`src/rtl/scratch_mem_arbiter_if.sv`:
```
// Scratch memory arbiter bus: three requesters (histogram, cdf, equalizer)
// on one side, the shared scratch memory port on the other.
// The arbiter connects through the slave modport. The master modport is the
// system side, which drives the requests and the memory read data.
interface scratch_mem_arbiter_if #(
  parameter int DW = 16,
  parameter int AW = 6
);
  logic [2:0]      req;
  logic [2:0]      req_we;
  logic [3*AW-1:0] req_addr;
  logic [3*DW-1:0] req_wdata;
  logic [DW-1:0]   mem_rdata;

  logic [2:0]      gnt;
  logic            mem_en;
  logic            mem_we;
  logic [AW-1:0]   mem_addr;
  logic [DW-1:0]   mem_wdata;
  logic [2:0]      rvalid;
  logic [DW-1:0]   rdata;
  logic            busy;

  modport slave (
    input  req, req_we, req_addr, req_wdata, mem_rdata,
    output gnt, mem_en, mem_we, mem_addr, mem_wdata, rvalid, rdata, busy
  );

  modport master (
    output req, req_we, req_addr, req_wdata, mem_rdata,
    input  gnt, mem_en, mem_we, mem_addr, mem_wdata, rvalid, rdata, busy
  );
endinterface

```
`src/rtl/scratch_mem_arbiter.sv`:
```
// Three-way arbiter for the shared histogram scratch memory.
// A grant is held for bursts of up to BURST_MAX cycles when another requester
// is waiting. Every handover passes through a one-cycle RELEASE bubble.
// Optional build macro ARB_ROUND_ROBIN_EN selects round-robin winner search
// instead of fixed priority (histogram > cdf > equalizer).
module scratch_mem_arbiter #(
  parameter int DW        = 16,
  parameter int AW        = 6,
  parameter int BURST_MAX = 64
) (
  input logic                  clk,
  input logic                  reset,
  scratch_mem_arbiter_if.slave bus
);

  localparam int            CW         = (BURST_MAX > 1) ? $clog2(BURST_MAX) : 1;
  localparam logic [CW-1:0] BURST_LAST = CW'(BURST_MAX - 1);

  typedef enum logic [1:0] {
    IDLE    = 2'd0,
    OWN     = 2'd1,
    RELEASE = 2'd2
  } state_t;

  state_t        state_q, state_d;
  logic [1:0]    owner_q, owner_d;
  logic [2:0]    gnt_q, gnt_d;
  logic [CW-1:0] burstCnt_q, burstCnt_d;
  logic [2:0]    rvalid_q;

  logic [1:0]    winner;
  logic          ownerReq;
  logic          ownerWe;
  logic          othersReq;
  logic          ownerActive;
  logic          readAccess;

`ifdef ARB_ROUND_ROBIN_EN
  logic [1:0] rrPtr_q, rrPtr_d;

  function automatic logic reqBit(input logic [2:0] r, input logic [1:0] idx);
    case (idx)
      2'd0:    return r[0];
      2'd1:    return r[1];
      default: return r[2];
    endcase
  endfunction

  // The search starts just after the previous owner and wraps modulo 3.
  function automatic logic [1:0] pickWinner(input logic [2:0] r, input logic [1:0] last);
    logic [1:0] cand;
    logic [1:0] win;
    logic       found;
    win   = 2'd0;
    found = 1'b0;
    cand  = (last >= 2'd2) ? 2'd0 : last + 2'd1;
    for (int k = 0; k < 3; k++) begin
      if (!found && reqBit(r, cand)) begin
        win   = cand;
        found = 1'b1;
      end
      cand = (cand >= 2'd2) ? 2'd0 : cand + 2'd1;
    end
    return win;
  endfunction

  // Round-robin winner for the next IDLE grant.
  always_comb begin
    winner = pickWinner(bus.req, rrPtr_q);
  end

  // The pointer remembers the last owner so the search can move past it.
  always_ff @(posedge clk) begin
    if (reset) begin
      rrPtr_q <= 2'd2;
    end else begin
      rrPtr_q <= rrPtr_d;
    end
  end
`else
  // Fixed priority winner: histogram, then cdf, then equalizer.
  always_comb begin
    winner = bus.req[0] ? 2'd0 : (bus.req[1] ? 2'd1 : 2'd2);
  end
`endif

  // Owner qualification and the memory port muxed from the owner's slice.
  always_comb begin
    ownerReq    = |(bus.req & gnt_q);
    ownerWe     = |(bus.req_we & gnt_q);
    othersReq   = |(bus.req & ~gnt_q);
    ownerActive = (state_q == OWN) && ownerReq;
    readAccess  = ownerActive && !ownerWe;

    bus.gnt    = ownerActive ? gnt_q : 3'b000;
    bus.mem_en = ownerActive;
    bus.mem_we = ownerActive && ownerWe;
    bus.busy   = ownerActive;

    case (owner_q)
      2'd1: begin
        bus.mem_addr  = bus.req_addr[1*AW +: AW];
        bus.mem_wdata = bus.req_wdata[1*DW +: DW];
      end
      2'd2: begin
        bus.mem_addr  = bus.req_addr[2*AW +: AW];
        bus.mem_wdata = bus.req_wdata[2*DW +: DW];
      end
      default: begin
        bus.mem_addr  = bus.req_addr[0 +: AW];
        bus.mem_wdata = bus.req_wdata[0 +: DW];
      end
    endcase

    bus.rvalid = rvalid_q;
    bus.rdata  = bus.mem_rdata;
  end

  // Next-state logic: grant from IDLE, burst accounting in OWN, one bubble in RELEASE.
  always_comb begin
    state_d    = state_q;
    owner_d    = owner_q;
    gnt_d      = gnt_q;
    burstCnt_d = burstCnt_q;
`ifdef ARB_ROUND_ROBIN_EN
    rrPtr_d    = rrPtr_q;
`endif

    case (state_q)
      IDLE: begin
        gnt_d = 3'b000;
        if (|bus.req) begin
          owner_d    = winner;
          gnt_d      = 3'b001 << winner;
          burstCnt_d = '0;
          state_d    = OWN;
`ifdef ARB_ROUND_ROBIN_EN
          rrPtr_d    = winner;
`endif
        end
      end
      OWN: begin
        burstCnt_d = burstCnt_q + CW'(1);
        if (!ownerReq) begin
          gnt_d   = 3'b000;
          state_d = RELEASE;
        end else if (burstCnt_q == BURST_LAST) begin
          burstCnt_d = '0;
          if (othersReq) begin
            gnt_d   = 3'b000;
            state_d = RELEASE;
          end
        end
      end
      RELEASE: begin
        gnt_d   = 3'b000;
        state_d = IDLE;
      end
      default: begin
        gnt_d   = 3'b000;
        state_d = IDLE;
      end
    endcase
  end

  // State registers; a read access flags rvalid to its owner on the next cycle.
  always_ff @(posedge clk) begin
    if (reset) begin
      state_q    <= IDLE;
      owner_q    <= 2'd0;
      gnt_q      <= 3'b000;
      burstCnt_q <= '0;
      rvalid_q   <= 3'b000;
    end else begin
      state_q    <= state_d;
      owner_q    <= owner_d;
      gnt_q      <= gnt_d;
      burstCnt_q <= burstCnt_d;
      rvalid_q   <= readAccess ? gnt_q : 3'b000;
    end
  end

endmodule
```
`src/flat_wrapper.sv`:
```
// flat-port wrapper written by rule: the top's interface ports become plain ports
module scratch_mem_arbiter_flat 
#(
  parameter int DW        = 16,
  parameter int AW        = 6,
  parameter int BURST_MAX = 64
)
  (clk, reset, bus_req, bus_req_we, bus_req_addr, bus_req_wdata, bus_mem_rdata, bus_gnt, bus_mem_en, bus_mem_we, bus_mem_addr, bus_mem_wdata, bus_rvalid, bus_rdata, bus_busy);
  scratch_mem_arbiter_if #(.DW(DW), .AW(AW)) bus_i ();
  input logic clk;
  input logic reset;
  input wire logic [$bits(bus_i.req)-1:0] bus_req;
  input wire logic [$bits(bus_i.req_we)-1:0] bus_req_we;
  input wire logic [$bits(bus_i.req_addr)-1:0] bus_req_addr;
  input wire logic [$bits(bus_i.req_wdata)-1:0] bus_req_wdata;
  input wire logic [$bits(bus_i.mem_rdata)-1:0] bus_mem_rdata;
  output wire logic [$bits(bus_i.gnt)-1:0] bus_gnt;
  output wire logic [$bits(bus_i.mem_en)-1:0] bus_mem_en;
  output wire logic [$bits(bus_i.mem_we)-1:0] bus_mem_we;
  output wire logic [$bits(bus_i.mem_addr)-1:0] bus_mem_addr;
  output wire logic [$bits(bus_i.mem_wdata)-1:0] bus_mem_wdata;
  output wire logic [$bits(bus_i.rvalid)-1:0] bus_rvalid;
  output wire logic [$bits(bus_i.rdata)-1:0] bus_rdata;
  output wire logic [$bits(bus_i.busy)-1:0] bus_busy;
  assign bus_i.req = bus_req;
  assign bus_i.req_we = bus_req_we;
  assign bus_i.req_addr = bus_req_addr;
  assign bus_i.req_wdata = bus_req_wdata;
  assign bus_i.mem_rdata = bus_mem_rdata;
  assign bus_gnt = bus_i.gnt;
  assign bus_mem_en = bus_i.mem_en;
  assign bus_mem_we = bus_i.mem_we;
  assign bus_mem_addr = bus_i.mem_addr;
  assign bus_mem_wdata = bus_i.mem_wdata;
  assign bus_rvalid = bus_i.rvalid;
  assign bus_rdata = bus_i.rdata;
  assign bus_busy = bus_i.busy;
  scratch_mem_arbiter #(.DW(DW), .AW(AW), .BURST_MAX(BURST_MAX)) u_core (.clk(clk), .reset(reset), .bus(bus_i));
endmodule
```
`config.mk`:
```
export PLATFORM = sky130hd
export DESIGN_NAME = scratch_mem_arbiter_flat
export DESIGN_NICKNAME = d
export VERILOG_FILES = /design/src/rtl/scratch_mem_arbiter_if.sv /design/src/rtl/scratch_mem_arbiter.sv /design/src/flat_wrapper.sv
export SDC_FILE = /design/constraint.sdc
export NUM_CORES = 1
export LEC_CHECK = 0
export BUFFER_PORTS_ARGS = -buffer_cell sky130_fd_sc_hd__buf_2
export CORE_AREA = 5 5 62 75
export CTS_CLUSTER_SIZE = 28
export DETAILED_ROUTE_END_ITERATION = 8
export DIE_AREA = 0 0 67 80
export GPL_ROUTABILITY_DRIVEN = 0
export PLACE_DENSITY = 0.82
export SLEW_MARGIN = 10
export SYNTH_ARGS = -nofsm -noshare
export SYNTH_HDL_FRONTEND = slang
export SYNTH_SLANG_ARGS = --single-unit
```
`constraint.sdc`:
```
create_clock -name clk -period 1.8 [get_ports clk]
set_input_delay 0.09 -clock clk [delete_from_list [all_inputs] [get_ports clk]]
set_output_delay 0.09 -clock clk [all_outputs]
set_load 0.01 [all_outputs]
```
### Word level (Yosys, flattened, before mapping)

Index checks and enable logic that the tools add are counted.
W data, S select, Z words.

* flip-flop bits (word level): 16
* latch bits: 0
* RAM bits: 0
* memory bits (read-only): 0
* bits of input ports: 90
* output and inout port bits: 47
* logic and storage cells: 53
* memories: 0

* add/subtract/negate cells: 1
* $mul: 0
* div/mod/pow operators: 0
* $lt $le $gt $ge: 0
* equality and inequality tests: 7
* shift operators: 1
* mux-type cells: 19
* bitwise logic cells: 5
* reductions and logical operators: 15

Operator list (count)
* $pmux W16 S2: 1
* $pmux W6 S2: 2
* $mux W6: 3
* $mux W3: 5
* $mux W2: 6
* $reduce_or A3 Y1: 4
* $and A3 B3 Y3: 3
* $add A6 B1 Y6 const B: 1
* $eq A6 B6 Y1 const B: 1
* $ne A3 B3 Y1 const B: 2
* $pmux W3 S2: 1
* $reduce_and A2 Y1: 3
* $eq A2 B1 Y1 const B: 2
* $pmux W2 S2: 1
* $logic_and A1 B1 Y1: 3
* $not A3 Y3: 1
* $reduce_and A3 Y1: 1
* $shl A1 B2 Y3 const A: 1
* $eq A2 B2 Y1 const B: 1
* $logic_not A2 Y1: 1
* $ne A2 B1 Y1 const B: 1
* $reduce_bool A2 Y1: 1
* $reduce_or A2 Y1: 1
* $logic_not A1 Y1: 1
* $not A1 Y1: 1

### Longest topological paths before layout

Gate-level depths: netlist of the first run.

* depth after elaboration: 7
* mapped depth: 6

### Worst setup path after synthesis of the first run

No wires, ideal clock.

* path kind: flip-flop to flip-flop
* start point: register u_core.gnt_q[1]
* end point: register u_core.state_q[1]
* arrival time: 1337 ps
* required time: 1683 ps
* setup slack: 345 ps
* cell stages (with the launch flop): 5
* cell sequence: dfxtp_1 a222oi_1 nor3b_2 o31ai_2 and4bb_2

* longest elaborated chain between the ends: 5

Ends and longest elaborated chain
* from (decl): line scratch_mem_arbiter.sv:27 `logic [2:0] gnt_q, gnt_d;`
* from (signal assigned): line scratch_mem_arbiter.sv:177 `gnt_q <= gnt_d;`
* $not A3 Y3: line scratch_mem_arbiter.sv:91 `othersReq = |(bus.req & ~gnt_q);`
* $and A3 B3 Y3: line scratch_mem_arbiter.sv:91
* $reduce_or A3 Y1: line scratch_mem_arbiter.sv:91
* $ne A3 B3 Y1 (no line)
* $reduce_and A3 Y1 (no line)
* to (signal assigned): line scratch_mem_arbiter.sv:175 `state_q <= state_d;`
* to (decl): line scratch_mem_arbiter.sv:25 `state_t state_q, state_d;`

Several ways; a longest one is shown, not always the timed one.
A chain may end at the register's enable or synchronous reset.

### Worst setup path in the final report of the first run

* start point: register u_core.gnt_q[1]
* end point: output port bus_gnt[1]

* longest elaborated chain between the ends: 4

Ends and longest elaborated chain
* $and A3 B3 Y3: line scratch_mem_arbiter.sv:89 `ownerReq = |(bus.req & gnt_q);`
* $reduce_or A3 Y1: line scratch_mem_arbiter.sv:89
* $logic_and A1 B1 Y1: line scratch_mem_arbiter.sv:92 `ownerActive = (state_q == OWN) && ownerReq;`
* $mux W3 (*): line scratch_mem_arbiter.sv:95 `bus.gnt = ownerActive ? gnt_q : 3'b000;`
* to (decl): line flat_wrapper.sv:17 `output wire logic [$bits(bus_i.gnt)-1:0] bus_gnt;`

Every way passes the cells marked *; elsewhere a longest branch is shown, timed or not.

==> qor.yml, run 1 <==
min_delay_path_depth: 2
vdd_drop_max_mv: 0.375
synth.area.top_cells: "dfxtp_1 (25%), a22oi_1 (14%), buf_4 (9.9%)"
area_growth_pct: 41.4
routedWlPerCell_um: 14.7
rsz0062_at_grt: "no"
cap_viol_max_count: 0
viasPerCell: 5.09
leakage_nw: 0.864
fin_util: 0.472
sw_frac_of_total: 0.317
yosys.area.top_type: "dfxtp_1"
cts_tree: "built"
reg2reg_depth: 4
finalSetupViolCount: 0
p_int_mw: 0.744
slew_headroom: 0.694
start_kind: "register"
crit_required_ps: 1710
drc: 0
finalHoldViolations: 0
cp_data_arrival_time_ps: 1560
clockRootBuffer: "clkbuf_8"
place_area_sq_mm: 0.00174
dp.cells: 308
die_area_sq_mm: 0.00536
design_area_sq_mm: 0.00182
cts_made_buffers: 3
fin_skew_ps: 0.945
final_cells: 312
worstSetupPathType: "register to primary output"
drt_pass1_iterations: 5
crit_start: "u_core.gnt_q[1]"
diodes: 0
end_kind: "primary output"
overflow: 0
clkLatencyLatePin_ps: 250
ant_nets: 0
die_w_um: 67
syn_avg_cell_area_sq_um: 7.34
ys_types: 33
yosysWarnings: 0
hp-start: "reset"
p_sw_mw: 0.345
io_pins: 137
cts.path.max_buffers: 2
timing.fmax_mhz: 605
worst_hold_path_type: "input port to register"
grt_pass1_wl_mm: 6.60
core_sq_mm: 0.00385
finalSetupTns_ps: 0
clkSlewWorstSetupHoldPaths_ps: 60
power_mw: 1.09
worst-path-max-fanout: 9
totalWireLength_mm: 4.57
ys_async_sr_fraction: 0
status: "completed"
cts.sinks: 16
drive_gt1_frac: 0.469
first_global_vias: 1477
finalCriticalPeriod_ps: 1650
syn_inst: 175
row_count: 25
synth_top_area_share: 0.249
p_comb_frac: 0.349
maxSlewViolCount: 0
hold_buffers: 0
antenna_found_initial: 2
synth_seq_cells: 16
fillCellCount: 385
clkPwrFrac: 0.292
fin_crit_sh: 0.918
nets: 352
io_buffers: 104
synth_ff_type: "dfxtp_1"
pwr-share-seq: 0.359
power.density_mw_per_mm2: 599
track_usage: 0.158
syn_nets: 268
tightestPinTransition_ps: 457
yosysSeqAreaShare: 0.249
drt-initial-drc-count: 111
rr_startpoint: "u_core.gnt_q[1]"
syn-cell-area_sq_mm: 0.00128
yosysMostFrequentCell: "nand2_1"
cts_setup_buffers: 0
synth_edf_count: 0
die_y_um: 80
initial_core_util: 0.334
synth_common_cells: "nand2_1 (26), a22oi_1 (24), o21ai_0 (23)"
vias: 1589
hpwl_mm: 3.75
htreeDepth: 1
grt_max_degree: 39
==> layout make-up <==
type	count	area [sq um]	area share
repair buffers	106	548	0.302
multi-input cells	126	802	0.441
clock buffers	4	55.1	0.0303
inverters	6	22.5	0.0124
well taps	54	67.6	0.0372
flip-flops and latches	16	322	0.177
==> state kept, by name (all words and copies together), names as in the netlist <==
signal / cells
u_core.state_q: 2
u_core.burstCnt_q: 6
u_core.bus.rvalid: 3
u_core.gnt_q: 3
u_core.owner_q: 2
==> routing by layer <==
| layer | part of all wire | GRT usage | vias up | wire length [um] |
|---|---|---|---|---|
| met5 | 0.0059 | 0 | - | 27 |
| met4 | 0.0092 | 0.0467 | 4 | 42 |
| met3 | 0.15 | 0.0746 | 10 | 667 |
| met2 | 0.47 | 0.276 | 79 | 2160 |
| met1 | 0.37 | 0.163 | 712 | 1680 |
| li1 | - | - | 784 | - |
==> placed cells by master, fill, tap and decap left out, types with 3 or more instances in the layout <==
cell type	synthesis	layout
a21oi_1	3	3
a222oi_1	3	3
a22oi_1	24	24
and2_1	5	5
buf_2	0	104
clkbuf_8	0	4
dfxtp_1	16	15
inv_1	6	6
nand2_1	26	26
nor2_1	11	11
o21ai_0	23	23
==> power groups by stage <==
| stage | sequential, mW | clock, mW | combinational, mW |
|---|---|---|---|
| global placement | 0.395 | 0 | 0.367 |
| detailed placement | 0.396 | 0 | 0.373 |
| CTS | 0.389 | 0.328 | 0.375 |
| finish | 0.391 | 0.318 | 0.381 |
| floorplan | 0.391 | 0 | 0.229 |
| global route | 0.394 | 0.338 | 0.423 |
==> worst max-delay path, cell delays in order, from the launching register on <==
cell,delay [ps]
dfxtp_1,410
a222oi_1,140
nor3b_2,420
and2_2,210
buf_2,120
==> through the flow <==
step | setup slack (ps) | hold WS [ps]
floorplan | 345 | 252
global placement | 155 | 180
detailed placement | 111 | 180
CTS | 19.9 | 158
global route | 15.1 | 180
finish | 147 | 158
==> cell families after synthesis <==
group / share of synthesized area
simple gates: 0.225
buf+inv: 0.146
xor+xnor: 0.0205
fa+ha+maj: 0.0292
compound gates: 0.313
flops: 0.249
mux: 0.0175
==> worst paths after layout <==
path,slack [ps],to
max,150,bus_gnt[1]
min,160,u_core.burstCnt_q[4]
max reg2reg,240,u_core.state_q[1]
min reg2reg,490,u_core.owner_q[0]
==> what timing repair did <==
action / 4_1_cts / 5_1_grt
gates cloned: 0 / 0
setup endpoints to repair: 22 / 18
pin swaps: 0 / 0
resized for setup: 1 / 4
Power figures use the tool's default switching activity.
==> run 2, diff against run 1 <==
--- a/config.mk
+++ b/config.mk
@@ -6,6 +6,7 @@
 export NUM_CORES = 1
 export LEC_CHECK = 0
 export BUFFER_PORTS_ARGS = -buffer_cell sky130_fd_sc_hd__buf_2
+export CAP_MARGIN = 20
 export CORE_AREA = 5 5 62 75
 export CTS_CLUSTER_SIZE = 28
 export DETAILED_ROUTE_END_ITERATION = 8
==> constraint.sdc (replaced) <==
create_clock -name clk -period 1.8 [get_ports clk]
set_input_delay 0.54 -clock clk [delete_from_list [all_inputs] [get_ports clk]]
set_output_delay 0.54 -clock clk [all_outputs]
set_load 0.01 [all_outputs]
==> qor.yml, run 2 (same netlist as run 1, synthesis figures left out) <==
p_sw_mw: 0.448  # +30%
rsz0062_at_grt: "yes"
initial_core_util: 0.334  # unchanged
slew_headroom: 0.692  # -0.00183
p_int_mw: 0.882  # +19%
finalHoldViolations: 0  # unchanged
worstSetupPathType: "register to primary output"
drive_gt1_frac: 0.656  # +0.187
power.density_mw_per_mm2: 569  # -5.0%
io_buffers: 104  # unchanged
clkPwrFrac: 0.245  # -0.047
htreeDepth: 1  # unchanged
cts_tree: "built"
tightestPinTransition_ps: 458  # +1.98 ps
cts.path.max_buffers: 2  # unchanged
pwr-share-seq: 0.288  # -0.071
die_w_um: 67  # unchanged
cp_data_arrival_time_ps: 1510  # -50 ps
area_growth_pct: 81.8
fin_ws_ps: -248  # -396 ps
fin_crit_sh: 1.14  # +0.220
viasPerCell: 5.35  # +5.0%
largest_register_ffs: 6  # unchanged
clockRootBuffer: "clkbuf_8"
leakage_nw: 1.07  # +24%
finalSetupViolCount: 28  # +28
dp.cells: 319  # +3.6%
totalWireLength_mm: 5.93  # +30%
cap_viol_max_count: 0  # unchanged
violations: "setup timing"
overflow: 0  # unchanged
fin_util: 0.607  # +0.135
vdd_drop_max_mv: 0.506  # +35%
hpwl_mm: 3.60  # -4.1%
worst_hold_path_type: "register to register"
place_area_sq_mm: 0.00184  # +6.2%
grt_pass1_wl_mm: 7.92  # +20%
drt_pass1_iterations: 4  # -1
cts_made_buffers: 3  # unchanged
p_comb_frac: 0.468  # +0.119
status: "finished with violations"
design_area_sq_mm: 0.00234  # +29%
ant_nets: 0  # unchanged
multi_input_area_sq_um: 960  # +20%
fin_skew_ps: 3.91  # +2.97 ps
nets: 373  # +6.0%
finalSetupTns_ps: -4800  # -4800 ps
grt_max_degree: 23  # -41%
start_kind: "register"
clkSlewWorstSetupHoldPaths_ps: 60  # about the same
largest_register: "u_core.burstCnt_q"
timing.fmax_mhz: 488  # -19%
fillCellCount: 332  # -14%
register_area_sq_um: 329  # +2.3%
finalCriticalPeriod_ps: 2050  # +396 ps
hold_ws_ps: 508  # +350 ps
antenna_found_initial: 2  # unchanged
track_usage: 0.192  # +0.0342
vias: 1780  # +12%
row_count: 25  # unchanged
routedWlPerCell_um: 17.8  # +22%
cts.sinks: 16  # unchanged
die_y_um: 80  # unchanged
final_cells: 333  # +6.7%
worst-path-max-fanout: 6  # -3
drt-initial-drc-count: 106  # -4.5%
final_common_cell: "buf_2"
sw_frac_of_total: 0.337  # +0.0196
maxSlewViolCount: 0  # unchanged
end_kind: "primary output"
drc: 0  # unchanged
hold_buffers: 0  # unchanged
core_sq_mm: 0.00385  # unchanged
die_area_sq_mm: 0.00536  # unchanged
power_mw: 1.33  # +22%
first_global_vias: 1727  # +17%
layout_common_cells: "buf_2 (100), nand2_1 (25), a22oi_2 (21)"
crit_required_ps: 1260  # -450 ps
io_pins: 137  # unchanged
diodes: 0  # unchanged
place_ws_ps: -259  # -370 ps
clkLatencyLatePin_ps: 260  # about the same
run 2: final cells by class:
cell class / instances / area share
multi-input combinational: 126 / 0.411
timing repair buffer: 127 / 0.386
sequential: 16 / 0.141
tap: 54 / 0.0289
clock buffer: 4 / 0.0236
inverter: 6 / 0.00964
run 2: repair_timing:
action / CTS / global route
buffers inserted: 3 / 1
gates resized for setup: 23 / 38
gates cloned: 3 / 4
pin swaps: 6 / 34
setup endpoints to repair: 28 / 35
run 2: per-layer routing:
metal | share of wire | routed length [um] | track usage | vias to the layer above
met5 | 0.0046 | 27 | 0 | -
met4 | 0.016 | 96 | 0.0751 | 4
met3 | 0.11 | 663 | 0.0634 | 14
met2 | 0.53 | 3160 | 0.364 | 100
met1 | 0.33 | 1980 | 0.184 | 835
li1 | - | - | - | 827
run 2: worst paths after layout:
check | depth (start not counted) | slack (ps) | start | end
worst max register to register | 6 | 130 | u_core.gnt_q[1] | u_core.burstCnt_q[5]
worst min-delay path | 2 | 510 | u_core.owner_q[1] | u_core.owner_q[1]
worst max-delay path | 5 | -250 | u_core.owner_q[1] | bus_mem_wdata[13]
worst min register to register | 2 | 510 | u_core.owner_q[1] | u_core.owner_q[1]
run 2: power groups by stage:
stage	clock network [mW]	registers [mW]	logic, mW
floorplan	0	0.391	0.239
global placement	0	0.387	0.410
detailed placement	0	0.388	0.419
CTS	0.328	0.381	0.503
global route	0.340	0.384	0.664
finish	0.325	0.382	0.622
run 2: critical path, cell delays in order (launching register included):
cell	delay (ps)
dfxtp_4	360
ha_4	260
buf_12	140
buf_16	130
o21ai_1	180
buf_2	170
